## config.mk

```make
export PLATFORM = sky130hd
export DESIGN_NAME = dmux_stream_flat
export DESIGN_NICKNAME = d
export VERILOG_FILES = /design/src/rtl/dmux_stream_pkg.sv /design/src/rtl/dmux_stream_if.sv /design/src/rtl/dmux_stream_skid.sv /design/src/rtl/dmux_stream.sv /design/src/flat_wrapper.sv
export SDC_FILE = /design/constraint.sdc
export NUM_CORES = 1
export LEC_CHECK = 0
export CORE_ASPECT_RATIO = 1.5
export CORE_MARGIN = 3
export CORE_UTILIZATION = 30
export CTS_BUF_LIST = sky130_fd_sc_hd__clkbuf_8
export DETAILED_ROUTE_END_ITERATION = 16
export SLEW_MARGIN = 20
export SYNTH_ARGS = -nofsm -noshare
export SYNTH_HDL_FRONTEND = slang
export SYNTH_SLANG_ARGS = --single-unit
```

## constraint.sdc

```tcl
create_clock -name clk -period 11 [get_ports clk]
set_input_delay 2.2 -clock clk [delete_from_list [all_inputs] [get_ports clk]]
set_output_delay 2.2 -clock clk [all_outputs]
set_load 0.05 [all_outputs]
```

## src/rtl/dmux_stream_pkg.sv

```systemverilog
`default_nettype none
// ============================================================================
// Module   : dmux_stream_pkg
// Purpose  : Shared types and helpers for the dmux_stream slice.
// Revision : 1.0  initial release
// ============================================================================
package dmux_stream_pkg;

  typedef enum logic [1:0] {
    ST_EMPTY = 2'd0,
    ST_ONE   = 2'd1,
    ST_TWO   = 2'd2
  } chan_state_e;

  localparam int DEF_WIDTH = 16;

  // Default buffer entry; the top overrides it with its own WIDTH-bit word.
  typedef logic [DEF_WIDTH-1:0] entry_t;

  function automatic int unsigned lane_lsb(input int unsigned k, input int unsigned w);
    return k * w;
  endfunction

endpackage
`default_nettype wire

```

## src/rtl/dmux_stream_if.sv

```systemverilog
`default_nettype none
// ============================================================================
// Module   : dmux_stream_if
// Purpose  : Input stream and per-channel output streams of dmux_stream.
//            in_bcast exists only when DMUX_STREAM_BCAST_EN is defined.
// Revision : 1.0  initial release
// ============================================================================
interface dmux_stream_if #(
  parameter int WIDTH    = 16,
  parameter int CHANNELS = 4
);
  localparam int SEL_W = $clog2(CHANNELS);

  logic [WIDTH-1:0]          in_data;
  logic [SEL_W-1:0]          in_sel;
  logic                      in_valid;
  logic                      in_ready;
`ifdef DMUX_STREAM_BCAST_EN
  logic                      in_bcast;
`endif
  logic [CHANNELS*WIDTH-1:0] out_data;
  logic [CHANNELS-1:0]       out_valid;
  logic [CHANNELS-1:0]       out_ready;
  logic                      sel_err;

  modport master (
`ifdef DMUX_STREAM_BCAST_EN
    output in_bcast,
`endif
    output in_data, in_sel, in_valid, out_ready,
    input  in_ready, out_data, out_valid, sel_err
  );

  modport slave (
`ifdef DMUX_STREAM_BCAST_EN
    input  in_bcast,
`endif
    input  in_data, in_sel, in_valid, out_ready,
    output in_ready, out_data, out_valid, sel_err
  );

endinterface
`default_nettype wire

```

## src/rtl/dmux_stream_skid.sv

```systemverilog
`default_nettype none
// ============================================================================
// Module   : dmux_stream_skid
// Purpose  : One output channel: 2-entry FIFO skid buffer with its FSM.
// Revision : 1.0  initial release
// ============================================================================
module dmux_stream_skid
  import dmux_stream_pkg::*;
#(
  parameter type ENTRY_T = entry_t
)(
  input  logic        clk,
  input  logic        reset,
  input  logic        i_push,
  input  ENTRY_T      i_push_data,
  input  logic        i_out_ready,
  output logic        o_out_valid,
  output ENTRY_T      o_out_data,
  output chan_state_e o_state
);

  chan_state_e r_state;
  chan_state_e w_next;
  ENTRY_T      r_head;
  ENTRY_T      r_tail;
  logic        w_pop;

  assign w_pop = (r_state != ST_EMPTY) && i_out_ready;

  always_ff @(posedge clk or posedge reset) begin
    if (reset) r_state <= ST_EMPTY;
    else       r_state <= w_next;
  end

  always_comb begin
    w_next = r_state;
    case (r_state)
      ST_EMPTY: if (i_push) w_next = ST_ONE;
      ST_ONE: begin
        if (i_push && !w_pop)      w_next = ST_TWO;
        else if (!i_push && w_pop) w_next = ST_EMPTY;
      end
      ST_TWO:   if (w_pop) w_next = ST_ONE;
      default:  w_next = ST_EMPTY;
    endcase
  end

  always_comb begin
    o_out_valid = (r_state != ST_EMPTY);
    o_out_data  = o_out_valid ? r_head : '0;
    o_state     = r_state;
  end

  // On push+pop in ONE the incoming word goes straight to the head slot.
  always_ff @(posedge clk or posedge reset) begin
    if (reset) begin
      r_head <= '0;
      r_tail <= '0;
    end else if (w_pop) begin
      if (r_state == ST_TWO) r_head <= r_tail;
      else if (i_push)       r_head <= i_push_data;
    end else if (i_push) begin
      if (r_state == ST_EMPTY) r_head <= i_push_data;
      else                     r_tail <= i_push_data;
    end
  end

endmodule
`default_nettype wire

```

## src/rtl/dmux_stream.sv

```systemverilog
`default_nettype none
// ============================================================================
// Module   : dmux_stream
// Purpose  : Registered 1-to-CHANNELS stream demux with per-channel skid
//            buffers. Optional broadcast input: DMUX_STREAM_BCAST_EN.
// Revision : 1.0  initial release
// ============================================================================
module dmux_stream
  import dmux_stream_pkg::*;
#(
  parameter int WIDTH    = 16,
  parameter int CHANNELS = 4
)(
  input  logic         clk,
  input  logic         reset,
  dmux_stream_if.slave bus
);

  localparam int SEL_W = $clog2(CHANNELS);
  localparam logic [SEL_W:0] c_chan_cnt = (SEL_W+1)'(CHANNELS);

  typedef logic [WIDTH-1:0] word_t;

  logic                w_bcast;
  logic                w_sel_ok;
  logic                w_in_ready;
  logic                w_xfer;
  logic                r_sel_err;
  logic [CHANNELS-1:0] w_dec;
  logic [CHANNELS-1:0] w_full;

`ifdef DMUX_STREAM_BCAST_EN
  assign w_bcast = bus.in_bcast;
`else
  assign w_bcast = 1'b0;
`endif

  assign w_sel_ok   = ({1'b0, bus.in_sel} < c_chan_cnt);
  // Out-of-range selects decode to no channel, so they are always ready.
  assign w_in_ready = w_bcast ? ~|w_full : ~|(w_dec & w_full);
  assign w_xfer     = bus.in_valid && w_in_ready;

  assign bus.in_ready = w_in_ready;
  assign bus.sel_err  = r_sel_err;

  always_ff @(posedge clk or posedge reset) begin
    if (reset)                                 r_sel_err <= 1'b0;
    else if (w_xfer && !w_bcast && !w_sel_ok)  r_sel_err <= 1'b1;
  end

  for (genvar k = 0; k < CHANNELS; k++) begin : g_chan
    localparam logic [SEL_W-1:0] c_idx = SEL_W'(k);

    chan_state_e w_state;
    word_t       w_lane;
    logic        w_valid;
    logic        w_push;

    assign w_dec[k]  = (bus.in_sel == c_idx);
    assign w_full[k] = (w_state == ST_TWO);
    assign w_push    = w_xfer && (w_bcast || w_dec[k]);

    dmux_stream_skid #(
      .ENTRY_T (word_t)
    ) u_skid (
      .clk         (clk),
      .reset       (reset),
      .i_push      (w_push),
      .i_push_data (bus.in_data),
      .i_out_ready (bus.out_ready[k]),
      .o_out_valid (w_valid),
      .o_out_data  (w_lane),
      .o_state     (w_state)
    );

    assign bus.out_valid[k]                             = w_valid;
    assign bus.out_data[lane_lsb(k, WIDTH) +: WIDTH]    = w_lane;
  end

endmodule
`default_nettype wire

```

## src/flat_wrapper.sv

```systemverilog
// flat-port wrapper written by rule: the top's interface ports become plain ports
module dmux_stream_flat import dmux_stream_pkg::*;
#(
  parameter int WIDTH    = 16,
  parameter int CHANNELS = 4
)
  (clk, reset, bus_in_data, bus_in_sel, bus_in_valid, bus_out_ready, bus_in_ready, bus_out_data, bus_out_valid, bus_sel_err);
  dmux_stream_if #(.WIDTH(WIDTH), .CHANNELS(CHANNELS)) bus_i ();
  input  logic clk;
  input  logic reset;
  input wire logic [$bits(bus_i.in_data)-1:0] bus_in_data;
  input wire logic [$bits(bus_i.in_sel)-1:0] bus_in_sel;
  input wire logic [$bits(bus_i.in_valid)-1:0] bus_in_valid;
  input wire logic [$bits(bus_i.out_ready)-1:0] bus_out_ready;
  output wire logic [$bits(bus_i.in_ready)-1:0] bus_in_ready;
  output wire logic [$bits(bus_i.out_data)-1:0] bus_out_data;
  output wire logic [$bits(bus_i.out_valid)-1:0] bus_out_valid;
  output wire logic [$bits(bus_i.sel_err)-1:0] bus_sel_err;
  assign bus_i.in_data = bus_in_data;
  assign bus_i.in_sel = bus_in_sel;
  assign bus_i.in_valid = bus_in_valid;
  assign bus_i.out_ready = bus_out_ready;
  assign bus_in_ready = bus_i.in_ready;
  assign bus_out_data = bus_i.out_data;
  assign bus_out_valid = bus_i.out_valid;
  assign bus_sel_err = bus_i.sel_err;
  dmux_stream #(.WIDTH(WIDTH), .CHANNELS(CHANNELS)) u_core (.clk(clk), .reset(reset), .bus(bus_i));
endmodule
```

# --- After elaboration in Yosys (flattened, before gate mapping) ---
# Index checks and enable logic that the tools add are counted.
# W data, S select, Z words.
totals:
  register_bits: 136
  latchBits: 0
  ramBits: 0
  mem_bits_ro: 0
  out_inout_bits: 70
  elab_cells: 148
  memories: 0
op_classes:
  add_sub_neg: 0
  mul: 0
  div_mod_pow: 0
  n_lt_le_gt_ge: 0
  n_eq_ne: 23
  shift: 0
  n_mux: 44
  bitwise: 9
  reduce_logical: 60
op_table:
  columns: ["cell", "count"]
  rows:
  - ["$mux W16", 24]
  - ["$reduce_and A3 Y1", 12]
  - ["$mux W2", 16]
  - ["$reduce_bool A2 Y1", 16]
  - ["$pmux W2 S3", 4]
  - ["$logic_and A1 B1 Y1", 17]
  - ["$ne A2 B2 Y1 const B", 8]
  - ["$eq A2 B2 Y1 const B", 6]
  - ["$ne A3 B3 Y1 const B", 4]
  - ["$eq A2 B1 Y1 const B", 5]
  - ["$logic_not A2 Y1", 5]
  - ["$logic_not A1 Y1", 9]
  - ["$not A1 Y1", 8]
  - ["$and A4 B4 Y4", 1]
  - ["$reduce_or A4 Y1", 1]

# --- Depth between registers and ports, before layout ---
logic_depth:
  ltp_word: 11
  ltp_mapped: 10

# --- Modules after synthesis ---
# Synthesis repeated with hierarchy kept, for this count alone.
unflattened:
  hier_cells: 498
  area_unflattened_um2: 6919.1
modules_own_cells:
  columns: ["module", "n_inst", "cells_each", "area_per_inst_um2"]
  rows:
  - ["dmux_stream_skid (u_core.g_chan[1].u_skid ...)", 3, 121, 1682.9]
  - ["dmux_stream_skid (u_core.g_chan[0].u_skid)", 1, 120, 1727.9]
  - ["dmux_stream", 1, 15, 142.6]

# --- Least setup slack after synthesis ---
# OpenSTA, ideal clock, no wires.
synth_timing:
  path_type: "input to output"
  start: "input bus_in_sel[1]"
  end: "output bus_in_ready"
  t_arrival_ps: 2835
  t_required_ps: 8800
  setup_slack_ps: 5965
  path_stages: 1
  cell_sequence: "mux4_2"
synth_via:
  elab_chain_cells: 4
synth_rtl:
  columns: ["item", "line", "text"]
  rows:
  - ["start: declaration", "flat_wrapper.sv:12", "input wire logic [$bits(bus_i.in_sel)-1:0] bus_in_sel;"]
  - ["$eq A2 B1 Y1, or another cell as far along", "dmux_stream.sv:59", "assign w_dec[k] = (bus.in_sel == c_idx);"]
  - ["$and A4 B4 Y4 (*)", "dmux_stream.sv:40", "assign w_in_ready = w_bcast ? ~|w_full : ~|(w_dec & w_full);"]
  - ["$reduce_or A4 Y1 (*)", "dmux_stream.sv:40", null]
  - ["$logic_not A1 Y1 (*)", "dmux_stream.sv:40", null]
  - ["end: declaration", "flat_wrapper.sv:15", "output wire logic [$bits(bus_i.in_ready)-1:0] bus_in_ready;"]
# Every way passes the cells marked *; elsewhere a longest branch is shown, timed or not.

# --- Final worst setup path ---
# Ends and elaborated chain as after synthesis.

==> results.yml <==
status:
  status: "completed"
cells_and_area:
  drive_above_1_share: 0.408
  num_antenna_cells: 0
  utilization: 0.378
  most-common-layout-cells: "mux2_2, dfrtp_1, clkdlybuf4s50_1"
  fin_nets: 611
  area_growth_pct: 22.8
  final_common_cell: "mux2_2"
  final_area_sq_um: 8270
  final_cells: 863
min_path:
  hold_class: "flop to flop"
  min_from: "u_core.g_chan[2].u_skid.r_tail[7]$_DFFE_PP0P_"
  whs_endpoint: "u_core.g_chan[2].u_skid.r_tail[7]$_DFFE_PP0P_"
  worstHoldPathCells: 1
clocking:
  cts_buffers: 17
  cts_root_buf: "clkbuf_8"
  ctsHoldBuffers: 0
  cts_resized: 0
  cts_tree: "done"
  cts_setup_buffers: 0
  path_clk_slew_ps: 70
  clockBufferDepth: 2
  clk_latency_ps: 430
  htree_levels: 4
  clock_sinks: 136
detailed_routing:
  wl_per_cell_um: 17.4
  first_iter_violations: 96
  via_count: 4020
  first_pass_iters: 4
  vias_per_cell: 4.66
  ant_nets: 0
  drt-total-wl_mm: 15.0
  drc: 0
synthesis:
  synthCells: 489
  synth_top_area_cell: "dfrtp_1"
  ys_ff_latch: 136
  yosys.area_share.adder: 0.0149
  synth_area_sq_um: 6740
  yosysSeqAreaShare: 0.505
  syn_area_per_cell_sq_um: 13.8
  synth.net_count: 522
  synth_simple_gate_area_share: 0.0953
  synth_top_family_by_area: "multiplexers"
  yosys_warnings: 0
  synth_compound_area_frac: 0.0206
  synth-xor-area-share: 0
  synth.area.mux_share: 0.331
  ys_types: 29
  yosys-top-cells-area: "dfrtp_1, mux2_2, and2_1"
  netlist.area_leader.share: 0.505
global_routing:
  grt_start_max_net_pins: 76
  grt.overflow.total: 0
  antenna_found_initial: 0
  grt_pass1_vias: 4495
  grt_pass1_wl_mm: 24.6
  grt.total_usage: 0.130
die:
  dieWidth_um: 128
  rows: 66
  core_sq_um: 21900
  boundaryPins: 95
  dieArea_sq_um: 24300
  chipHeight_um: 190
  initial_core_util: 0.308
pwr:
  leakage_nw: 3.49
  p_comb_frac: 0.410
  power.clock.fraction: 0.197
  power_switching_mw: 0.810
  ir_worst_vdd_mv: 0.126
  power.share.sequential: 0.392
  power_mw: 2.17
  switching_share: 0.373
  power_density_nw_per_um2: 262
  internal_power_mw: 1.36
placed_design:
  place_inst: 831
  post-dp-hpwl_mm: 10.9
  placed_area_sq_um: 7860
  gp_congestion: 0.730
  numPortBuffers: 93
timing:
  slew_violations: 0
  max_freq_mhz: 160
  fin_skew_ps: 12.1
  tightestPinTransition_ps: 957
  tns_ps: 0
  hold_viol_final: 0
  fin_crit_sh: 0.566
  min_period_ps: 6230
  setup_violations: 0
  rsz0062_at_grt: "no"
  slew_headroom: 0.362
critical_path:
  cpPeakStageDelay_ps: 710
  crit_type: "input pin to primary output"
  r2r_cells: 5
  crit_path_end_kind: "primary output"
  critical_path_cell_count: 3
  crit_path_top_delay_cell: "clkdlybuf4s50_1"
  path_common_cell: "clkdlybuf4s50_1"
  r2r_start: "u_core.g_chan[3].u_skid.o_state[1]$_DFFE_PP0P_"
  cp_data_arrival_time_ps: 4030
  cp_max_fo: 7
  worstPathRequired_ps: 8800
  cp_cell_sequence: "clkdlybuf4s50_1 -> mux4_2 -> clkdlybuf4s50_1"
  startpoint_type: "input pin"
  timing.critical_path.buf_inv: 2
  crit_family: "buffers and inverters"
  r2r_end: "u_core.g_chan[3].u_skid.r_head[15]$_DFFE_PP0P_"
  r2r_slack_ps: 8390
flow_run:
  drv_cap: 0
==> routing by layer <==
layer | GRT usage | vias up | part of all wire
met5 | 0 | - | 0
met4 | 0.0380 | 0 | 0.0099
met3 | 0.0257 | 10 | 0.026
met2 | 0.235 | 68 | 0.56
met1 | 0.153 | 2050 | 0.41
li1 | - | 1892 | -
==> through the flow <==
step | hold slack (ps) | setup slack [ps]
3_3_place_gp | 484 | 4780
3_5_place_dp | 489 | 4780
6_report | 502 | 4770
2_1_floorplan | 472 | 5160
4_1_cts | 508 | 4760
5_1_grt | 515 | 4700
==> registers in the layout, summed over array words and instances, names as in the netlist <==
register,cells
u_core.g_chan.u_skid.r_head,64
u_core.g_chan.u_skid.o_state,8
u_core.g_chan.u_skid.r_tail,64
==> Yosys cell counts <==
cell type / n
a221oi_4: 3
and2_1: 48
buf_2: 5
buf_4: 10
buf_6: 6
clkbuf_1: 4
conb_1: 1
dfrtp_1: 136
ha_1: 8
inv_1: 10
mux2_2: 195
mux2i_1: 1
mux4_2: 1
nand2_1: 7
nand2b_1: 9
nand3_1: 2
nand3b_1: 6
nand3b_2: 1
nand4b_1: 1
nor2_1: 1
nor2b_1: 17
nor3b_1: 1
nor3b_2: 3
o21ai_0: 1
o221a_2: 1
o22ai_1: 7
or2_1: 1
or2_2: 2
or4b_2: 1
==> power by group through the flow <==
stage | clock, mW | sequential (mW) | combinational, mW
after global placement | 0 | 0.849 | 0.882
after detailed placement | 0 | 0.864 | 0.903
after floorplan | 0 | 0.818 | 0.680
after global routing | 0.465 | 0.888 | 0.952
final | 0.428 | 0.851 | 0.891
after CTS | 0.440 | 0.855 | 0.908
==> logic make-up after synthesis <==
| kind of cell | after synthesis |
|---|---|
| multiplexers | 197 |
| flip-flops | 136 |
| adder cells (fa/ha/maj) | 8 |
| AND/OR/NAND/NOR | 100 |
| buffers and inverters | 35 |
| other | 1 |
| AO/OA/AOI/OAI | 12 |
==> cell type report <==
cell class / count / area [sq um]
Clock inverter: 13 / 155
Clock buffer: 19 / 262
Multi-Input combinational cell: 318 / 3130
Sequential cell: 136 / 3400
Tap cell: 272 / 340
Fill cell: 2092 / 13600
Timing Repair Buffer: 95 / 946
Inverter: 10 / 40.0
==> worst max-delay path by stage <==
stage             startpoint  slack (ps)                                              to
3_3_place_gp   bus_in_sel[1]        4780                                    bus_in_ready
6_report       bus_in_sel[1]        4770                                    bus_in_ready
3_5_place_dp   bus_in_sel[1]        4780                                    bus_in_ready
4_1_cts        bus_in_sel[1]        4760                                    bus_in_ready
5_1_grt        bus_in_sel[1]        4700                                    bus_in_ready
2_1_floorplan          reset        5160  u_core.g_chan[0].u_skid.o_state[0]$_DFFE_PP0P_
(Power assumes the default switching activity.)
